### config.mk
export PLATFORM = sky130hd
export DESIGN_NAME = mem_access_ctrl
export DESIGN_NICKNAME = d
export VERILOG_FILES = /design/src/rtl/mem_access_ctrl_pkg.sv /design/src/rtl/mem_access_ctrl_align_unit.sv /design/src/rtl/mem_access_ctrl.sv
export SDC_FILE = /design/constraint.sdc
export NUM_CORES = 1
export LEC_CHECK = 0
export BUFFER_PORTS_ARGS = -buffer_cell sky130_fd_sc_hd__buf_2
export CELL_PAD_IN_SITES_DETAIL_PLACEMENT = 0
export CELL_PAD_IN_SITES_GLOBAL_PLACEMENT = 2
export CORE_ASPECT_RATIO = 1.25
export CORE_UTILIZATION = 28
export CTS_CLUSTER_DIAMETER = 40
export DETAILED_ROUTE_END_ITERATION = 10
export GPL_ROUTABILITY_DRIVEN = 0
export PLACE_DENSITY = 0.89
export SYNTH_ARGS = -nofsm -noshare
export SYNTH_HDL_FRONTEND = slang
export SYNTH_SLANG_ARGS = --single-unit
### constraint.sdc
create_clock -name i_clk -period 4.3 [get_ports i_clk]
set_clock_uncertainty 0.15 [all_clocks]
set_input_delay 0.86 -clock i_clk [delete_from_list [all_inputs] [get_ports i_clk]]
set_output_delay 0.86 -clock i_clk [all_outputs]
set_load 0.05 [all_outputs]
### src/rtl/mem_access_ctrl_pkg.sv
// Shared size codes and controller state type for the MEM-stage access controller.
package mem_access_ctrl_pkg;

  localparam logic [1:0] MEM_BYTE = 2'b00;
  localparam logic [1:0] MEM_HALF = 2'b01;
  localparam logic [1:0] MEM_WORD = 2'b11;

  typedef enum logic [1:0] {
    IDLE     = 2'd0,
    RD_WAIT  = 2'd1,
    RMW_WAIT = 2'd2
  } state_t;

endpackage

### src/rtl/mem_access_ctrl_align_unit.sv
// Combinational lane logic: request fault decode, load extract/extend, sub-word store merge.
module mem_access_ctrl_align_unit
  import mem_access_ctrl_pkg::*;
#(
  parameter int ADDR_WIDTH = 32,
  parameter int RAM_DEPTH  = 2048
) (
  input  logic                  valid,
  input  logic                  mem_read,
  input  logic                  mem_write,
  input  logic [1:0]            size,
  input  logic [ADDR_WIDTH-1:0] addr,
  input  logic [1:0]            lane_size,
  input  logic [1:0]            lane_off,
  input  logic                  lane_unsigned,
  input  logic [ADDR_WIDTH-1:0] wdata,
  input  logic [ADDR_WIDTH-1:0] ram_dout,
  output logic                  fault,
  output logic [ADDR_WIDTH-1:0] load_data,
  output logic [ADDR_WIDTH-1:0] merge_data
);

  localparam logic [ADDR_WIDTH-3:0] DEPTH = (ADDR_WIDTH-2)'(RAM_DEPTH);

  logic [7:0]  lane_byte;
  logic [15:0] lane_half;
  logic        sign;

  always_comb begin
    fault = 1'b0;
    if (valid && (mem_read || mem_write)) begin
      if (mem_read && mem_write)               fault = 1'b1;
      if (size == 2'b10)                       fault = 1'b1;
      if (size == MEM_HALF && addr[0])         fault = 1'b1;
      if (size == MEM_WORD && addr[1:0] != '0) fault = 1'b1;
      if (addr[ADDR_WIDTH-1:2] >= DEPTH)       fault = 1'b1;
    end
  end

  always_comb begin
    lane_byte = ram_dout[{lane_off, 3'b000} +: 8];
    lane_half = ram_dout[{lane_off[1], 4'b0000} +: 16];
    sign      = 1'b0;
    load_data = ram_dout;
    case (lane_size)
      MEM_BYTE: begin
        sign      = ~lane_unsigned & lane_byte[7];
        load_data = {{(ADDR_WIDTH-8){sign}}, lane_byte};
      end
      MEM_HALF: begin
        sign      = ~lane_unsigned & lane_half[15];
        load_data = {{(ADDR_WIDTH-16){sign}}, lane_half};
      end
      default: load_data = ram_dout;
    endcase
  end

  always_comb begin
    merge_data = ram_dout;
    case (lane_size)
      MEM_BYTE: merge_data[{lane_off, 3'b000} +: 8]     = wdata[7:0];
      MEM_HALF: merge_data[{lane_off[1], 4'b0000} +: 16] = wdata[15:0];
      default:  merge_data = wdata;
    endcase
  end

endmodule

### src/rtl/mem_access_ctrl.sv
// MEM-stage controller in front of ram_datos: word stores direct, sub-word stores as
// read-modify-write, loads aligned/extended with the pipeline stalled for RAM latency.
module mem_access_ctrl
  import mem_access_ctrl_pkg::*;
#(
  parameter int ADDR_WIDTH = 32,
  parameter int RAM_DEPTH  = 2048,
  parameter int RD_LATENCY = 2
) (
  input  logic                  i_clk,
  input  logic                  i_reset,
  input  logic                  i_valid,
  input  logic                  i_mem_read,
  input  logic                  i_mem_write,
  input  logic [1:0]            i_size,
  input  logic                  i_unsigned,
  input  logic [ADDR_WIDTH-1:0] i_addr,
  input  logic [ADDR_WIDTH-1:0] i_wdata,
  input  logic [ADDR_WIDTH-1:0] i_ram_dout,
  output logic [ADDR_WIDTH-1:0] o_ram_addr,
  output logic [ADDR_WIDTH-1:0] o_ram_din,
  output logic                  o_ram_we,
  output logic                  o_ram_en,
  output logic                  o_ram_regce,
  output logic                  o_ram_rst,
  output logic [ADDR_WIDTH-1:0] o_rdata,
  output logic                  o_rdata_valid,
  output logic                  o_stall,
  output logic                  o_fault
);

  localparam logic [1:0] LAST = 2'(RD_LATENCY);

  state_t                state, state_next;
  logic [1:0]            cnt, cnt_next;
  logic                  capture;
  logic [ADDR_WIDTH-1:0] req_addr;
  logic [ADDR_WIDTH-1:0] req_wdata;
  logic [1:0]            req_size;
  logic                  req_unsigned;
  logic                  fault;
  logic [ADDR_WIDTH-1:0] load_data;
  logic [ADDR_WIDTH-1:0] merge_data;

  mem_access_ctrl_align_unit #(
    .ADDR_WIDTH (ADDR_WIDTH),
    .RAM_DEPTH  (RAM_DEPTH)
  ) u_align (
    .valid         (i_valid),
    .mem_read      (i_mem_read),
    .mem_write     (i_mem_write),
    .size          (i_size),
    .addr          (i_addr),
    .lane_size     (req_size),
    .lane_off      (req_addr[1:0]),
    .lane_unsigned (req_unsigned),
    .wdata         (req_wdata),
    .ram_dout      (i_ram_dout),
    .fault         (fault),
    .load_data     (load_data),
    .merge_data    (merge_data)
  );

  always_ff @(posedge i_clk) begin
    if (i_reset) begin
      state        <= IDLE;
      cnt          <= '0;
      req_addr     <= '0;
      req_wdata    <= '0;
      req_size     <= '0;
      req_unsigned <= 1'b0;
    end else begin
      state <= state_next;
      cnt   <= cnt_next;
      if (capture) begin
        req_addr     <= i_addr;
        req_wdata    <= i_wdata;
        req_size     <= i_size;
        req_unsigned <= i_unsigned;
      end
    end
  end

  assign o_ram_rst = i_reset;

  always_comb begin
    state_next    = state;
    cnt_next      = cnt;
    capture       = 1'b0;
    o_ram_addr    = {2'b00, i_addr[ADDR_WIDTH-1:2]};
    o_ram_din     = '0;
    o_ram_we      = 1'b0;
    o_ram_en      = 1'b0;
    o_ram_regce   = 1'b0;
    o_rdata       = '0;
    o_rdata_valid = 1'b0;
    o_stall       = 1'b0;
    o_fault       = 1'b0;

    case (state)
      IDLE: begin
        if (fault) begin
          o_fault = 1'b1;
        end else if (i_valid && i_mem_write && i_size == MEM_WORD) begin
          o_ram_we  = 1'b1;
          o_ram_din = i_wdata;
        end else if (i_valid && (i_mem_read || i_mem_write)) begin
          o_ram_en   = 1'b1;
          o_stall    = 1'b1;
          capture    = 1'b1;
          cnt_next   = 2'd1;
          state_next = i_mem_read ? RD_WAIT : RMW_WAIT;
        end
      end
      RD_WAIT, RMW_WAIT: begin
        o_ram_addr  = {2'b00, req_addr[ADDR_WIDTH-1:2]};
        o_ram_en    = 1'b1;
        o_ram_regce = 1'b1;
        if (cnt < LAST) begin
          o_stall  = 1'b1;
          cnt_next = cnt + 2'd1;
        end else begin
          state_next = IDLE;
          if (state == RD_WAIT) begin
            o_rdata       = load_data;
            o_rdata_valid = 1'b1;
          end else begin
            o_ram_we  = 1'b1;
            o_ram_din = merge_data;
          end
        end
      end
      default: state_next = IDLE;
    endcase

    // Reset is synchronous, so the outputs are gated here to stay quiet in the reset cycle itself
    // (this is what keeps an interrupted read-modify-write from ever writing).
    if (i_reset) begin
      o_ram_addr    = '0;
      o_ram_din     = '0;
      o_ram_we      = 1'b0;
      o_ram_en      = 1'b0;
      o_ram_regce   = 1'b0;
      o_rdata       = '0;
      o_rdata_valid = 1'b0;
      o_stall       = 1'b0;
      o_fault       = 1'b0;
    end
  end

endmodule

Word-level counts from Yosys, hierarchy flattened
Cells that the tools add are included.

storage, ports and cells
  logic and storage cells = 102
  input port bits = 104
  memories kept = 0
  bits in read-only memories = 0
  output and inout port bits = 103
  register bits after elaboration = 71
  bits in latches = 0
  bits in writable memories = 0

cells by class
  equal/unequal tests = 11
  add/subtract/negate cells = 3
  $lt $le $gt $ge = 2
  mux-type cells = 57
  reduce and logical (&&, ||, !) cells = 14
  div/mod/pow operators = 0
  bitwise logic cells = 3
  multiply operators = 0
  shift operators = 6

operators by type and width
  kind                     number
  $mux 32                  10
  $pmux 32 s2              3
  $bwmux 32                2
  $shift 16x7->32 const A  1
  $shift 8x7->32 const A   1
  $shiftx 16x7->32         1
  $shiftx 32x6->16         1
  $shiftx 32x6->8          1
  $shiftx 8x7->32          1
  $ge 30x12->1 const B     1
  $mux 30                  1
  $mux 1                   27
  $mux 2                   9
  $neg 5->7                2
  $ne 2x2->1 const B       5
  $pmux 2 s2               2
  $eq 2x1->1 const B       3
  $eq 2x2->1 const B       3
  $logic_and 1x1->1        6
  $pmux 1 s2               3
  $reduce_and 5->1         1
  $logic_not 2->1          2
  $reduce_and 4->1         1
  $reduce_bool 2->1        2
  other kinds (6)          7

Logic depth before layout (Yosys ltp)
Gate-level depths: netlist of the first run.

  word-level depth = 10
  mapped depth = 10

Modules after synthesis
From an unflattened synthesis of the first run, not the netlist that was laid out.

unflattened totals
  cell total of the unflattened synthesis = 766
  area, all modules = 5343.9 sq um

modules (own cells, without submodules)
  module                      cells each  sequential area each (sq um)  times used  area each (sq um)
  mem_access_ctrl             523         1421.4                        1           3793.6
  mem_access_ctrl_align_unit  243         0.0                           1           1550.2

Worst setup path after synthesis of the first run
OpenSTA, ideal clock, no wires.

  path kind = reg2out
  start = register req_addr[0]
  end = output port o_ram_din[31]
  setup slack = 0.268 ns
  arrival = 3.022 ns
  cell stages (with the launch flop) = 11
  buffers on the path = 3
  cells stage by stage = dfxtp_1 -> clkbuf_1 -> buf_2 -> inv_1 -> ha_1 -> nor4bb_1 -> clkbuf_1 -> a221oi_1 -> a211oi_1 -> a21oi_1 -> o2bb2ai_1

between the ends
  cells in the longest elaborated chain, start to end = 8
  elaborated cells between the ends (all ways) = 9
  those cells by class = add/sub (1); shift (2); mux (6)

RTL lines
  item                                               RTL line                          source
  from (decl)                                        mem_access_ctrl.sv:37             logic [ADDR_WIDTH-1:0] req_addr;
  from (signal assigned)                             mem_access_ctrl.sv:76             req_addr <= i_addr;
  $neg 5->7 *                                        mem_access_ctrl_align_unit.sv:61  MEM_BYTE: merge_data[{lane_off, 3'b000} +: 8] = wdata[7:0];
  $shiftx 8x7->32 or $shift 8x7->32 (tied branches)  mem_access_ctrl_align_unit.sv:61
  $bwmux 32 *                                        mem_access_ctrl_align_unit.sv:61
  $pmux 32 s2 *                                      mem_access_ctrl_align_unit.sv:60  case (lane_size)
  $mux 32 *                                          mem_access_ctrl.sv:124            if (state == RD_WAIT) begin
  $mux 32 *                                          mem_access_ctrl.sv:119            if (cnt < LAST) begin
  $pmux 32 s2 *                                      mem_access_ctrl.sv:100            case (state)
  $mux 32 *                                          mem_access_ctrl.sv:138            if (i_reset) begin
  to (decl)                                          mem_access_ctrl.sv:21             output logic [ADDR_WIDTH-1:0] o_ram_din,

Every way passes the cells marked *; elsewhere a longest branch is shown, timed or not.

Final worst setup path of the first run
  start = input port i_addr[25]
  end = output port o_ram_din[11]

between the ends
  cells in the longest elaborated chain, start to end = 6

RTL lines
  item          RTL line                          source
  from (decl)   mem_access_ctrl.sv:17             input logic [ADDR_WIDTH-1:0] i_addr,
  $ge 30x12->1  mem_access_ctrl_align_unit.sv:36  if (addr[ADDR_WIDTH-1:2] >= DEPTH) fault = 1'b1;
  $mux 1        mem_access_ctrl_align_unit.sv:36
  $mux 1        mem_access_ctrl_align_unit.sv:31  if (valid && (mem_read || mem_write)) begin
  $mux 32       mem_access_ctrl.sv:102            if (fault) begin
  $pmux 32 s2   mem_access_ctrl.sv:100
  $mux 32       mem_access_ctrl.sv:138

Every way passes these cells.

==> flow_summary.toml, run 1 <==
[power_and_ir_drop]
peakVddDrop_uv = 147.3
p_leak_nw = 3.570
power_density_nw_per_um2 = 234.5
p_total_mw = 1.769

[clock_tree]
clk_pin_slew_worst_paths_ns = 0.06
cts-resized-gates = 0
cts_made_buffers = 9
h-tree-depth = 3
cts_sinks = 71
cts_tree = "yes"
postCtsSetupBuffers = 0
postCtsHoldBufs = 0
clockRootBuffer = "clkbuf_16"
clock_latency_ns = 0.34
cts_buffer_depth = 2

[timing]
hold_viol = 0
fin_crit_sh = 0.9283
tns_ns = 0
setup_violations = 0
worst_hold_slack_ns = 0.3225
drv_slew = 0
fmax_mhz = 250.5
relSlewSlack = 0.2404
fin_crit_ns = 3.992
worst_pin_slew_ns = 1.132
rsz0062_at_grt = "false"

[layout]
utilization = 0.3624
drive_above_1_share = 0.3028
area_growth_pct = 26.92
layout.nets = 1035
num_antenna_cells = 0
fin_cells = 1202

[setup_path]
crit_end = "o_ram_din[11]"
reg2reg_from = "state[0]$_SDFFE_PP0P_"
endpoint_kind = "output port"
r2r_slack_ns = 2.18
rr_worst_depth = 6
cp.required_ns = 3.29
critPathLaunchType = "input pin"
crit_arrival_ns = 2.98
r2r_end = "cnt[1]$_SDFFE_PP0P_"
cp_max_fo = 12
worstSetupStartpoint = "i_addr[25]"
critPathKind = "in2out"

[detailed_routing]
dr_wl_met3_um = 1223
drc = 0
wl_um = 21100
met2WireLength_um = 10280
vias_per_cell = 5.155
routedWlPerCell_um = 17.55
drt-initial-drc-count = 352
ant_nets = 0
vias = 6196
routed.top_layer = "met5"
drt_pass1_iterations = 7
wl_met1_um = 9158

[floorplanning]
core_area_sq_um = 20820
pin_count = 207
rows = 59
dieArea_sq_um = 21820
initial_core_util = 0.2856
die_x_um = 132.3
die_y_um = 164.9

[synthesis]
yosysWarnings = 0
synth_top_cell_by_area = "dfxtp_1"
synth_top_area_frac = 0.2391
seq_area_frac_synth = 0.2391
synth_cell_types = 50
syn-cell-area_sq_um = 5944
synth_edf_count = 0
yosys_register_bits = 71
synthCells = 750
syn_avg_cell_area_sq_um = 7.926
synth_area_leaders = "dfxtp_1 (24%), mux2i_1 (16%), nand2b_1 (10%)"
async_reset_ff_frac = 0
synth_ff_type = "dfxtp_1"

[status]
status = "complete, no violations"

[placement]
dp_cells = 1186
hpwl_um = 16010
portBuffers = 204

[global_routing]
first_global_vias = 5787
antenna_found_initial = 1
grt_max_degree = 103
grt_pass1_wl_um = 32470
gr-total-overflow = 0
track_usage = 0.1920

[worst_hold_path]
hold_class = "reg2reg"

[flow_run]
cap_violations = 0
cell usage in the layout (no fill, tap or decap), types with 9 or more instances in the layout:
master     count
mux2i_1       95
a22o_1        15
inv_1         33
dfxtp_1       68
clkbuf_16      9
buf_4         24
a211oi_1      24
nand2b_1      99
a21oi_1       70
and2_2        19
nor2_1        50
nand2_1       21
nor3_1        18
o21ai_0       32
buf_2        203
a221oi_1      17
o2bb2ai_1     17
a21o_1        15
o22ai_1       15
per-layer routing:
metal | vias to the layer above | track usage
met4 | 2 | 0.06008
met1 | 2889 | 0.2355
met5 | - | 0
li1 | 3055 | -
met2 | 228 | 0.3376
met3 | 22 | 0.03653
registers in the layout (all words and copies together) (netlist names):
register,count
cnt,2
req_addr,32
req_size,2
req_unsigned,1
req_wdata,32
state,2
where the power goes:
| group | switching (mW) | total (mW) | internal, mW |
|---|---|---|---|
| sequential | 0.000000229 | 0.657 | 0.657 |
| combinational | 0.179 | 0.282 | 0.103 |
| clock | 0.315 | 0.830 | 0.515 |
how the worst min path moves through the flow:
| stage | start | slack, ns | end | cells past startpoint |
|---|---|---|---|---|
| 2_1_floorplan | req_addr[13]$_SDFFE_PP0N_ | 0.29 | req_addr[13]$_SDFFE_PP0N_ | 1 |
| 3_3_place_gp | req_addr[24]$_SDFFE_PP0N_ | 0.30 | req_addr[24]$_SDFFE_PP0N_ | 1 |
| 3_5_place_dp | req_addr[19]$_SDFFE_PP0N_ | 0.31 | req_addr[19]$_SDFFE_PP0N_ | 1 |
| 4_1_cts | req_wdata[22]$_SDFFE_PP0N_ | 0.33 | req_wdata[22]$_SDFFE_PP0N_ | 2 |
| 5_1_grt | req_wdata[20]$_SDFFE_PP0N_ | 0.35 | req_wdata[20]$_SDFFE_PP0N_ | 2 |
| 6_report | req_wdata[22]$_SDFFE_PP0N_ | 0.32 | req_wdata[22]$_SDFFE_PP0N_ | 2 |
kinds of logic after synthesis:
| family | count (synthesis) | share of synthesized area |
|---|---|---|
| other cells | 1 | 0.0006308 |
| compound gates | 221 | 0.2433 |
| simple gates | 244 | 0.2385 |
| fa+ha+maj | 8 | 0.01684 |
| flops | 71 | 0.2391 |
| mux | 104 | 0.1903 |
| buf+inv | 101 | 0.07135 |
through the flow:
| stage | setup slack [ns] | cell area, sq um |
|---|---|---|
| finish | 0.3082 | 7545 |
| global route | 0.07915 | 7545 |
| CTS | 0.2269 | 7545 |
| detailed placement | 0.2425 | 7217 |
| global placement | 0.2559 | 7217 |
| floorplan | 0.2683 | 5948 |
critical path: stages:
cell and delay (ns):
buf_2 0.10, nor4_1 0.38, nand3_1 0.25, nor4_4 0.38
nor4b_4 0.33, buf_4 0.27, a21o_1 0.14, buf_2 0.25
Yosys cell counts, drive strengths merged, types with 3 or more instances:
library cell / number
a211oi: 24
a21o: 15
a21oi: 70
a221oi: 17
a22o: 15
a22oi: 8
and2: 19
and3: 3
buf: 20
clkbuf: 47
dfxtp: 71
ha: 8
inv: 33
mux2i: 95
mux4: 7
nand2: 21
nand2b: 99
nand3: 5
nand4: 3
nor2: 50
nor3: 18
nor3b: 3
nor4: 10
o21ai: 33
o22ai: 15
o2bb2ai: 17
final cells by class:
type,count,area [sq um]
inverter,34,127.6
multi-input combinational,579,4105
sequential,71,1425
clock buffer,9,225.2
clock inverter,7,102.6
tap,274,342.8
fill,2210,13270
timing repair buffer,228,1216
Power figures use the tool's default switching activity.
==> run 2: changes to the inputs <==
==> constraint.sdc (replaced) <==
create_clock -name i_clk -period 3.7 [get_ports i_clk]
set_clock_uncertainty 0.15 [all_clocks]
set_input_delay 0.74 -clock i_clk [delete_from_list [all_inputs] [get_ports i_clk]]
set_output_delay 0.74 -clock i_clk [all_outputs]
set_load 0.05 [all_outputs]
==> run 2 against run 1 <==
Sequential power rose by 16%. Setup slack got worse by 0.17 ns. Non-clock buffer count rose by 5. Power rose by 13%. Register-to-register slack got worse by 0.57 ns. Critical endpoint is now o_ram_din[14]. Largest cell class unchanged.
==> flow_summary.toml, run 2 (synthesis results as in run 1) <==
[status]
status = "complete, no violations"

[global_routing]
antenna_found_initial = 1
grt_pass1_wl_um = 32450
grt_max_degree = 118
first_global_vias = 5751
gr-total-overflow = 0
track_usage = 0.1908

[setup_path]
crit_arrival_ns = 2.67
critPathKind = "in2out"
worstSetupStartpoint = "i_addr[25]"
critPathLaunchType = "input pin"
endpoint_kind = "output port"
crit_end = "o_ram_din[14]"
cp.required_ns = 2.81
reg2reg_from = "state[0]$_SDFFE_PP0P_"
r2r_slack_ns = 1.61
rr_worst_depth = 6
r2r_end = "cnt[1]$_SDFFE_PP0P_"
cp_max_fo = 20

[clock_tree]
h-tree-depth = 3
clock_latency_ns = 0.34
cts_buffer_depth = 2
cts_made_buffers = 9
postCtsHoldBufs = 0
clockRootBuffer = "clkbuf_16"
clk_pin_slew_worst_paths_ns = 0.06
cts_tree = "yes"
cts_sinks = 71

[timing]
worst_hold_slack_ns = 0.3219
fin_crit_sh = 0.9628
setup_violations = 0
setup_slack_ns = 0.1375
worst_pin_slew_ns = 1.068
hold_viol = 0
drv_slew = 0
relSlewSlack = 0.2880
fin_crit_ns = 3.563
fmax_mhz = 280.7

[layout]
layout.nets = 1040
area_growth_pct = 30.75
layout_commonest_cell = "buf_2"
largestRegisters = "req_addr (32), req_wdata (32)"
mostFrequentLayoutCells = "buf_2 (198), nand2b_1 (99), mux2i_1 (95), a21oi_1 (70), dfxtp_1 (68)"
num_antenna_cells = 0
drive_above_1_share = 0.3419
fin_cells = 1207

[detailed_routing]
drt_pass1_iterations = 5
drt-initial-drc-count = 346
ant_nets = 0
vias = 6245
vias_per_cell = 5.174
drc = 0
routedWlPerCell_um = 17.71
wl_um = 21380

[placement]
dp_cells = 1191
hpwl_um = 15940
portBuffers = 204
place_ws_ns = -0.08011

[floorplanning]
initial_core_util = 0.2856
die_y_um = 164.9
die_x_um = 132.3
core_area_sq_um = 20820
rows = 59
dieArea_sq_um = 21820
pin_count = 207

[power_and_ir_drop]
p_total_mw = 2.001
peakVddDrop_uv = 162.8
p_leak_nw = 3.626
power_density_nw_per_um2 = 257.4

[flow_run]
cap_violations = 0

[worst_hold_path]
hold_depth = 1
hold_class = "reg2reg"
run 2: cell types whose count changed in the layout (fill, tap and decap cells not counted), moves of 4 or more:
cell       before  now
o2bb2ai_1      17    0
o2bb2ai_2       0   17
a211oi_1       24   15
a211oi_2        0    9
buf_2         203  198
clkbuf_4        0    5
buf_4          24   28
run 2: stage by stage:
step | cell area (sq um) | utilization | TNS, ns
floorplan | 6060 | - | 0
global placement | 7366 | 0.3538 | -1.010
detailed placement | 7366 | 0.3538 | -1.767
CTS | 7686 | 0.3692 | 0
global route | 7772 | 0.3734 | -0.02460
finish | 7772 | 0.3734 | 0
run 2: layout make-up:
| class | instances | area (sq um) |
|---|---|---|
| Tap cell | 274 | 342.8 |
| Timing Repair Buffer | 233 | 1270 |
| Multi-Input combinational cell | 579 | 4302 |
| Clock inverter | 7 | 80.08 |
| Sequential cell | 71 | 1425 |
| Inverter | 34 | 127.6 |
| Clock buffer | 9 | 225.2 |
| Fill cell | 2279 | 13050 |
run 2: how the worst min path moves through the flow:
stage                                           end                       from
after floorplan           req_addr[13]$_SDFFE_PP0N_  req_addr[13]$_SDFFE_PP0N_
after global placement    req_addr[23]$_SDFFE_PP0N_  req_addr[23]$_SDFFE_PP0N_
after detailed placement  req_addr[31]$_SDFFE_PP0N_  req_addr[31]$_SDFFE_PP0N_
after CTS                 req_addr[31]$_SDFFE_PP0N_  req_addr[31]$_SDFFE_PP0N_
after global routing      req_addr[31]$_SDFFE_PP0N_  req_addr[31]$_SDFFE_PP0N_
final                     req_addr[31]$_SDFFE_PP0N_  req_addr[31]$_SDFFE_PP0N_
run 2: where the power goes:
group | leakage, nW | switching, mW | total (mW) | internal (mW)
Combinational | 2.91 | 0.217 | 0.339 | 0.122
Sequential | 0.573 | 0.000000233 | 0.764 | 0.764
Clock | 0.143 | 0.368 | 0.898 | 0.529
run 2: critical path, cell delays in order:
cell and delay (ns):
buf_2 0.12, nor4_4 0.32, nand3_1 0.19, nor4_4 0.31, nor4b_4 0.35, buf_12 0.23, a21o_1 0.13, buf_2 0.25
run 2: timing repair:
action,CTS,global route
pin swaps,0,2
resized for setup,3,19
endpoints found under the setup margin,48,54
setup buffers,0,0
cloned,0,0
run 2: layer usage:
metal / vias to the layer above / track usage / wire [um] / share of wire
met5: - / 0 / 13 / 0.00061
met4: 2 / 0.07001 / 438 / 0.020
met2: 222 / 0.3287 / 10490 / 0.49
met1: 2928 / 0.2352 / 9122 / 0.43
li1: 3066 / - / - / -
met3: 27 / 0.03714 / 1317 / 0.062
==> run 3: changes to the inputs <==
--- a/config.mk
+++ b/config.mk
@@ -14,6 +14,7 @@
 export DETAILED_ROUTE_END_ITERATION = 10
 export GPL_ROUTABILITY_DRIVEN = 0
 export PLACE_DENSITY = 0.89
+export RECOVER_POWER = 100
 export SYNTH_ARGS = -nofsm -noshare
 export SYNTH_HDL_FRONTEND = slang
 export SYNTH_SLANG_ARGS = --single-unit
==> run 3 against run 2 <==
Worst hold slack barely moved. Fmax fell by 0.10%. Final cell count did not move. Die area did not move. First-iteration DRC count fell by 6.4%. Largest power group unchanged. Critical endpoint is now o_ram_din[24]. Sequential power barely moved.
==> flow_summary.toml, run 3 (synthesis results as in run 1) <==
[clock_tree]
postCtsHoldBufs = 0
cts_tree = "yes"
h-tree-depth = 3
clockRootBuffer = "clkbuf_16"
cts_made_buffers = 9
clock_latency_ns = 0.33
clk_pin_slew_worst_paths_ns = 0.06
cts_buffer_depth = 2
cts_sinks = 71

[power_and_ir_drop]
p_leak_nw = 3.455
peakVddDrop_uv = 162.2
p_total_mw = 1.995
power_density_nw_per_um2 = 259.0

[floorplanning]
core_area_sq_um = 20820
rows = 59
dieArea_sq_um = 21820
die_y_um = 164.9
die_x_um = 132.3
initial_core_util = 0.2856
pin_count = 207

[global_routing]
antenna_found_initial = 1
grt_max_degree = 118
grt_pass1_wl_um = 32450
first_global_vias = 5751
gr-total-overflow = 0
track_usage = 0.1908

[setup_path]
endpoint_kind = "output port"
critPathKind = "in2out"
crit_arrival_ns = 2.68
path_cells = "buf_2 -> nor4_4 -> nand3_1 -> nor4_4 -> nor4b_4 -> buf_12 -> o2bb2ai_2 -> buf_2"
cpPeakStageDelay_ns = 0.35
cp_num_cells = 8
cp_top_family = "simple AND/OR/NAND/NOR gates"
cp_slowest_cell = "nor4b_4"
critPathBufInv = 3
rr_worst_depth = 5
cp_max_fo = 20
critPathLaunchType = "input pin"
cp.required_ns = 2.81

[layout]
mostFrequentLayoutCells = "buf_2 (129), nand2b_1 (99), mux2i_1 (95), a21oi_1 (70), dfxtp_1 (68)"
layout_commonest_cell = "buf_2"
finalInstanceArea_sq_um = 7702
n_fill_cell = 2298
utilization = 0.3700
num_antenna_cells = 0
largestRegisters = "req_addr (32), req_wdata (32)"
area_growth_pct = 29.57
drive_above_1_share = 0.3001
layout.nets = 1040

[timing]
fmax_mhz = 280.4
relSlewSlack = 0.06001
fin_crit_sh = 0.9638
drv_slew = 0
worst_pin_slew_ns = 1.410
tns_ns = 0
hold_viol = 0
fin_crit_ns = 3.566
setup_violations = 0

[worst_hold_path]
hold_depth = 1
hold_class = "reg2reg"

[detailed_routing]
vias = 6282
drt_pass1_iterations = 5
vias_per_cell = 5.205
wl_um = 21390
drc = 0
ant_nets = 0
drt-initial-drc-count = 324
routedWlPerCell_um = 17.72

[placement]
portBuffers = 204
hpwl_um = 15940
place_area_sq_um = 7366

[flow_run]
cap_violations = 0

[status]
status = "complete, no violations"
-- run 3: cell types whose count changed in the layout (fill, tap and decap cells not counted), sizes merged --
cell and delta:
buf -72, clkbuf +72
-- run 3: metal layers --
metal	GRT usage	part of all wire	up-vias
met1	0.2352	0.43	2945
met4	0.07001	0.022	2
met2	0.3287	0.49	237
li1	-	-	3067
met5	0	0.00061	-
met3	0.03714	0.063	31
-- run 3: path summary, 6_finish.rpt --
| kind | slack [ns] | endpoint | from |
|---|---|---|---|
| setup / recovery | 0.13 | o_ram_din[24] | i_addr[25] |
| hold / removal | 0.32 | req_addr[31]$_SDFFE_PP0N_ | req_addr[31]$_SDFFE_PP0N_ |
| hold reg to reg | 0.32 | req_addr[31]$_SDFFE_PP0N_ | req_addr[31]$_SDFFE_PP0N_ |
| setup reg to reg | 1.12 | req_wdata[16]$_SDFFE_PP0N_ | state[0]$_SDFFE_PP0P_ |
-- run 3: area by class of cell --
class                           instances  area, sq um  area share
Sequential cell                        71         1425      0.1850
Inverter                               34        127.6     0.01657
Tap cell                              274        342.8     0.04451
Clock buffer                            9        225.2     0.02924
Clock inverter                          7        80.08     0.01040
Timing Repair Buffer                  233         1215      0.1577
Multi-Input combinational cell        579         4287      0.5565
-- run 3: timing repair --
item,CTS,global route
setup buffers,0,0
setup endpoints to repair,48,54
pin swaps,0,2
gates resized for setup,3,19
-- run 3: stage by stage --
stage / worst slack, ns / std cells / hold WS, ns
detailed placement: -0.08011 / 1191 / 0.3075
global placement: -0.05488 / 1191 / 0.3052
CTS: 0.01705 / 1207 / 0.3223
global route: -0.009363 / 1207 / 0.3340
finish: 0.1338 / 1207 / 0.3222
floorplan: 0.01749 / 751 / 0.2944
-- run 3: power by group --
part	switching (mW)	total, mW	internal, mW
logic	0.217	0.334	0.117
clock network	0.368	0.897	0.529
registers	0.000000236	0.764	0.764
